--- src/rtl/reloj_pkg.sv ---
// reloj_pkg: shared types and default timing constants for the digital-clock panel logic.
// Contents: debounce FSM state encoding, default cycle counts (50 MHz clock), max helper.
// Latency/backpressure: not applicable (declarations only).
package reloj_pkg;

   // Debounce FSM state encoding, kept as plain constants so legacy code can compare raw bits.
   typedef logic [1:0] estado_t;
   localparam estado_t IDLE            = 2'd0;
   localparam estado_t CONFIRM_PRESS   = 2'd1;
   localparam estado_t PRESSED         = 2'd2;
   localparam estado_t CONFIRM_RELEASE = 2'd3;

   // Default cycle counts for a 50 MHz clock.
   localparam int DEBOUNCE_CYCLES_DEF     = 500000;    // 10 ms
   localparam int REPEAT_DELAY_CYCLES_DEF = 25000000;  // 500 ms
   localparam int REPEAT_RATE_CYCLES_DEF  = 12500000;  // 250 ms

   function automatic int max3(input int a, input int b, input int c);
      int m;
      m = a;
      if (b > m) m = b;
      if (c > m) m = c;
      return m;
   endfunction

endpackage

--- src/rtl/debounce_pulso_if.sv ---
// debounce_pulso_if: groups the button input with the conditioned pulse/level outputs.
// Signals: boton (raw button), impulso (one-cycle pulse), estable (debounced level).
// Modports: master = button/panel side driving boton; slave = debouncer side.
interface debounce_pulso_if;
   logic boton;
   logic impulso;
   logic estable;

   modport master (
      output boton,
      input  impulso,
      input  estable
   );

   modport slave (
      input  boton,
      output impulso,
      output estable
   );
endinterface

--- src/rtl/sincronizador.sv ---
// sincronizador: two-flop synchroniser for one asynchronous level input, reusable for panel buttons.
// Ports: clock, reset (async active-high), async_i (raw input), sync_o (synchronised level).
// Latency: 2 clock edges from input change to sync_o; no backpressure.
module sincronizador (
   input  logic clock,
   input  logic reset,
   input  logic async_i,
   output logic sync_o
);

   logic meta_q;
   logic sync_q;

   always_ff @(posedge clock or posedge reset) begin
      if (reset) begin
         meta_q <= 1'b0;
         sync_q <= 1'b0;
      end else begin
         meta_q <= async_i;
         sync_q <= meta_q;
      end
   end

   assign sync_o = sync_q;

endmodule

--- src/rtl/debounce_pulso.sv ---
// debounce_pulso: debounces the mode push-button and emits one single-cycle impulso per accepted press.
// Ports: clock, reset (async active-high), btn (slave modport: boton in, impulso/estable out).
// Latency: impulso/estable rise DEBOUNCE_CYCLES+2 edges after boton rises; no backpressure.
// Optional auto-repeat while held: define DEBOUNCE_PULSO_REPEAT_EN.
module debounce_pulso
   import reloj_pkg::*;
#(
   parameter int DEBOUNCE_CYCLES     = DEBOUNCE_CYCLES_DEF,
   parameter int REPEAT_DELAY_CYCLES = REPEAT_DELAY_CYCLES_DEF,
   parameter int REPEAT_RATE_CYCLES  = REPEAT_RATE_CYCLES_DEF
) (
   input  logic             clock,
   input  logic             reset,
   debounce_pulso_if.slave  btn
);

`ifdef DEBOUNCE_PULSO_REPEAT_EN
   localparam bit REPEAT_EN = 1'b1;
`else
   localparam bit REPEAT_EN = 1'b0;
`endif

   // The counter only has to reach the largest terminal count in use.
   localparam int CNT_MAX = REPEAT_EN ? max3(DEBOUNCE_CYCLES, REPEAT_DELAY_CYCLES, REPEAT_RATE_CYCLES)
                                      : DEBOUNCE_CYCLES;
   localparam int CNT_W   = (CNT_MAX < 2) ? 1 : $clog2(CNT_MAX);

   localparam logic [CNT_W-1:0] DEB_LAST = CNT_W'(DEBOUNCE_CYCLES - 1);

`ifdef DEBOUNCE_PULSO_REPEAT_EN
   // A delay below 2 would put the first repeat right after the press pulse.
   localparam int DELAY_EFF = (REPEAT_DELAY_CYCLES < 2) ? 2 : REPEAT_DELAY_CYCLES;
   localparam logic [CNT_W-1:0] DELAY_LAST = CNT_W'(DELAY_EFF - 1);
   localparam logic [CNT_W-1:0] RATE_LAST  = CNT_W'(REPEAT_RATE_CYCLES - 1);
`endif

   logic             boton_sync;
   estado_t          estado_q, estado_d;
   logic [CNT_W-1:0] cnt_q, cnt_d;
   logic             impulso_q, impulso_d;
   logic             estable_q, estable_d;
`ifdef DEBOUNCE_PULSO_REPEAT_EN
   // 0: waiting for the initial hold delay; 1: spacing subsequent repeats.
   logic             rep_fase_q, rep_fase_d;
`endif

   sincronizador u_sync (
      .clock   (clock),
      .reset   (reset),
      .async_i (btn.boton),
      .sync_o  (boton_sync)
   );

   always_comb begin
      estado_d  = estado_q;
      cnt_d     = cnt_q;
      impulso_d = 1'b0;
      estable_d = estable_q;
`ifdef DEBOUNCE_PULSO_REPEAT_EN
      rep_fase_d = rep_fase_q;
`endif

      case (estado_q)
         IDLE: begin
            if (boton_sync) begin
               estado_d = CONFIRM_PRESS;
               cnt_d    = '0;
            end
         end

         CONFIRM_PRESS: begin
            if (!boton_sync) begin
               estado_d = IDLE;
               cnt_d    = '0;
            end else if (cnt_q == DEB_LAST) begin
               estado_d  = PRESSED;
               cnt_d     = '0;
               impulso_d = 1'b1;
               estable_d = 1'b1;
            end else begin
               cnt_d = cnt_q + CNT_W'(1);
            end
         end

         PRESSED: begin
            if (!boton_sync) begin
               estado_d = CONFIRM_RELEASE;
               cnt_d    = '0;
            end else begin
`ifdef DEBOUNCE_PULSO_REPEAT_EN
               if ((!rep_fase_q && cnt_q == DELAY_LAST) ||
                   ( rep_fase_q && cnt_q == RATE_LAST)) begin
                  impulso_d  = 1'b1;
                  cnt_d      = '0;
                  rep_fase_d = 1'b1;
               end else begin
                  cnt_d = cnt_q + CNT_W'(1);
               end
`endif
            end
         end

         CONFIRM_RELEASE: begin
            // A bounce back to 1 returns to PRESSED silently; estable never dropped.
            if (boton_sync) begin
               estado_d = PRESSED;
               cnt_d    = '0;
            end else if (cnt_q == DEB_LAST) begin
               estado_d  = IDLE;
               cnt_d     = '0;
               estable_d = 1'b0;
            end else begin
               cnt_d = cnt_q + CNT_W'(1);
            end
         end

         default: begin
            estado_d = IDLE;
            cnt_d    = '0;
         end
      endcase

`ifdef DEBOUNCE_PULSO_REPEAT_EN
      // Every entry into PRESSED comes from another state, so clearing here
      // restarts the hold delay on each (re-)entry.
      if (estado_q != PRESSED) begin
         rep_fase_d = 1'b0;
      end
`endif
   end

   always_ff @(posedge clock or posedge reset) begin
      if (reset) begin
         estado_q  <= IDLE;
         cnt_q     <= '0;
         impulso_q <= 1'b0;
         estable_q <= 1'b0;
      end else begin
         estado_q  <= estado_d;
         cnt_q     <= cnt_d;
         impulso_q <= impulso_d;
         estable_q <= estable_d;
      end
   end

`ifdef DEBOUNCE_PULSO_REPEAT_EN
   always_ff @(posedge clock or posedge reset) begin
      if (reset) begin
         rep_fase_q <= 1'b0;
      end else begin
         rep_fase_q <= rep_fase_d;
      end
   end
`endif

   assign btn.impulso = impulso_q;
   assign btn.estable = estable_q;

endmodule

--- src/flat_wrapper.sv ---
// flat-port wrapper written by rule: the top's interface ports become plain ports
module debounce_pulso_flat import reloj_pkg::*;
#(
   parameter int DEBOUNCE_CYCLES     = DEBOUNCE_CYCLES_DEF,
   parameter int REPEAT_DELAY_CYCLES = REPEAT_DELAY_CYCLES_DEF,
   parameter int REPEAT_RATE_CYCLES  = REPEAT_RATE_CYCLES_DEF
)
  (clock, reset, btn_boton, btn_impulso, btn_estable);
  debounce_pulso_if btn_i ();
  input  logic clock;
  input  logic reset;
  input wire logic [$bits(btn_i.boton)-1:0] btn_boton;
  output wire logic [$bits(btn_i.impulso)-1:0] btn_impulso;
  output wire logic [$bits(btn_i.estable)-1:0] btn_estable;
  assign btn_i.boton = btn_boton;
  assign btn_impulso = btn_i.impulso;
  assign btn_estable = btn_i.estable;
  debounce_pulso #(.DEBOUNCE_CYCLES(DEBOUNCE_CYCLES), .REPEAT_DELAY_CYCLES(REPEAT_DELAY_CYCLES), .REPEAT_RATE_CYCLES(REPEAT_RATE_CYCLES)) u_core (.clock(clock), .reset(reset), .btn(btn_i));
endmodule
--- config.mk ---
export PLATFORM = sky130hd
export DESIGN_NAME = debounce_pulso_flat
export DESIGN_NICKNAME = d
export VERILOG_FILES = /design/src/rtl/reloj_pkg.sv /design/src/rtl/debounce_pulso_if.sv /design/src/rtl/sincronizador.sv /design/src/rtl/debounce_pulso.sv /design/src/flat_wrapper.sv
export SDC_FILE = /design/constraint.sdc
export NUM_CORES = 1
export LEC_CHECK = 0
export ABC_AREA = 1
export CAP_MARGIN = 10
export CORE_MARGIN = 5
export CORE_UTILIZATION = 61
export DETAILED_ROUTE_END_ITERATION = 12
export PLACE_DENSITY = 0.76
export SLEW_MARGIN = 20
export SYNTH_ARGS = -nofsm -noshare
export SYNTH_HDL_FRONTEND = slang
export SYNTH_SLANG_ARGS = --single-unit
--- constraint.sdc ---
create_clock -name clock -period 2.25 [get_ports clock]
set_input_delay 0.5625 -clock clock [delete_from_list [all_inputs] [get_ports clock]]
set_output_delay 0.5625 -clock clock [all_outputs]
set_load 0.05 [all_outputs]
==> out/results.ini <==
[clock_network]
ctsResizeCount = 0
postCtsHoldBufs = 0
cts_sinks = 25
clock_latency_ns = 0.33
path_clk_slew_ns = 0.15
cts-root-buf = clkbuf_4
h-tree-depth = 1
post_cts_buffers = 0
cts_buffers = 3
cts_tree = done
clockBufferDepth = 2

[timing]
hold-worst-slack_ns = 0.386
worstMarginPinSlew_ns = 0.491
finalCriticalPeriod_ns = 2.05
final.period_utilization = 0.912
rsz0062_at_grt = false
fmax_mhz = 488
slew_headroom = 0.671
final-hold-violation-count = 0
finalSetupTns_ns = 0
drv_slew = 0
setup_slack_ns = 0.199
setup_viol = 0
finClkSkew_ns = 0.00223

[floorplan]
start_util = 0.649
die_h_um = 58.8
io_pins = 5
die_width_um = 58.8
core_area_mm2 = 0.00223
die_area_mm2 = 0.00345
row_count = 17

[drt]
drtPass1Iterations = 4
wl_per_cell_um = 12.9
via_per_inst = 5.41
vias = 1190
drc_errors = 0
ant_nets = 0
routed_wirelength_um = 2840
dr.first_iter.drc_count = 31

[pwr]
p_per_area_mw_per_mm2 = 470
leakage_nw = 0.690
pwr-share-comb = 0.062
p_sw_mw = 0.186
p_clk_frac = 0.305
peakVddDrop_v = 0.000469
seq_power_share = 0.633
internal-power_mw = 0.540
switching_share = 0.256

[yosys]
synth_cells = 185
synth_top_cell_area_share = 0.431
synth.area.top_cells = dfrtp_1 (43%), nand2_1 (13%), inv_1 (5.7%), nor2_1 (5.7%), nor2_4 (4.7%)
yosysWarnings = 0
synth_top_family_by_area = simple AND/OR/NAND/NOR gates
synth_cell_types = 23
avgSynthCellArea_um2 = 7.84
synthAdderAreaFrac = 0.00863
synthMuxAreaShare = 0
synth_compound_gate_area_share = 0.0708
ys_seq_elements = 25
synth-xor-area-share = 0.0544
synth.yosys.seq_area_share = 0.431
yosys.area.top_type = dfrtp_1
syn_area_mm2 = 0.00145
syn_nets = 189
synth_simple_gate_area_frac = 0.357

[layout]
area_growth_pct = 6.56
drive_above_1_share = 0.167
finish.utilization = 0.692
antenna_cells = 0
nNetsFinal = 197

[worst_setup_path]
critPathBufInv = 1
path_cells = clkdlybuf4s50_1
worstPathMaxFanout = 2
startpoint_type = flop
cp.arrival_ns = 1.49
worstPathRequired_ns = 1.69
path_class = flop to output pin
crit_path_max_incr_delay_ns = 0.80
critPathCaptureType = output pin
critPathTopFamily = buffers and inverters
slowest_stage = clkdlybuf4s50_1

[global_route]
overflow = 0
track_usage = 0.194
grt_pass1_wl_um = 5240
grt_pass1_vias = 1263
grt_max_degree = 26
antenna_found_initial = 0

[placement]
preCtsSetupSlack_ns = 0.568
portBuffers = 4
gp_congestion = 0.897
dp_hpwl_um = 2050

[hold_path]
hold_class = flop to flop

[run]
drv_cap = 0

[status]
outcome = complete, no violations

metrics by stage:
step	instances	instance area (um2)	total power [mW]
after detailed placement	216	1510	0.514
after global routing	220	1550	0.760
after global placement	216	1510	0.511
final	220	1550	0.726
after floorplan	185	1450	0.502
after CTS	220	1550	0.730
state kept, by name, summed over array words and instances, names as in the netlist, named ones only:
signal	count
u_core.cnt_q	19
u_core.btn.impulso	1
u_core.btn.estable	1
u_core.estado_q	1
u_core.u_sync.sync_o	1
u_core.u_sync.meta_q	1
layer usage:
metal	vias to the layer above	share of wire	wire length (um)	global-route usage
li1	588	-	-	-
met1	568	0.44	1250	0.231
met2	30	0.50	1430	0.334
met3	4	0.046	132	0.0526
met4	0	0.012	34	0.0680
met5	-	0	0	0
final timing paths:
check / from / to / slack (ns) / cells after the start
max in group asynchronous: reset / u_core.cnt_q[8] / 1.45 / 3
min in group asynchronous: reset / u_core.cnt_q[11] / 0.55 / 3
max: u_core.btn.estable / btn_estable / 0.20 / 1
min: u_core.u_sync.meta_q / u_core.u_sync.sync_o / 0.39 / 0
max reg2reg: u_core.cnt_q[0] / u_core.cnt_q[14] / 0.59 / 8
min reg2reg: u_core.u_sync.meta_q / u_core.u_sync.sync_o / 0.39 / 0
cell usage after synthesis:
cell type and n:
a21oi_2 1, nand3_1 9, o21bai_1 1, nand2_2 5
nor2_1 22, nand3_2 5, buf_4 1, nor3_1 2
inv_1 22, xnor2_1 3, nand2_1 50, nor2_2 4
xor2_1 6, dfrtp_1 25, o21ai_2 3, inv_2 3
nor2_4 6, buf_6 1, nand4_1 3, o21ai_1 4
a21oi_1 3, ha_1 1, o21ai_0 5
kinds of logic (layout without fill, tap and decap cells):
| logic type | count (synthesis) | after routing |
|---|---|---|
| AND/OR/NAND/NOR | 106 | 106 |
| buffers and inverters | 27 | 34 |
| flip-flops | 25 | 25 |
| AO/OA/AOI/OAI | 17 | 17 |
| XOR/XNOR | 9 | 9 |
| adder cells (fa/ha/maj) | 1 | 1 |
placed cells by master (no fill, tap or decap):
master	n
nand2_1	50
nand2_2	5
inv_1	22
nor3_1	2
clkbuf_4	3
nor2_1	22
a21oi_1	3
dfrtp_1	25
nand3_2	5
xnor2_1	3
nor2_2	4
a21oi_2	1
inv_2	3
o21bai_1	1
o21ai_0	5
nand3_1	9
ha_1	1
inv_6	1
o21ai_2	3
clkdlybuf4s50_1	4
xor2_1	6
nand4_1	3
o21ai_1	4
buf_4	1
nor2_4	6
layout make-up:
cell class,instances,area [um2]
clock buffer,3,22.5
clock inverter,1,8.76
fill,193,688
inverter,25,93.8
multi-input combinational,133,712
sequential,25,626
tap,28,35.0
timing repair buffer,5,47.5
power groups by stage:
| stage | combinational, mW | sequential [mW] | clock, mW |
|---|---|---|---|
| 3_3_place_gp | 0.0438 | 0.468 | 0 |
| 4_1_cts | 0.0462 | 0.460 | 0.224 |
| 2_1_floorplan | 0.0349 | 0.467 | 0 |
| 6_report | 0.0452 | 0.460 | 0.221 |
| 5_1_grt | 0.0510 | 0.461 | 0.248 |
| 3_5_place_dp | 0.0461 | 0.468 | 0 |
(Power assumes the default switching activity.)
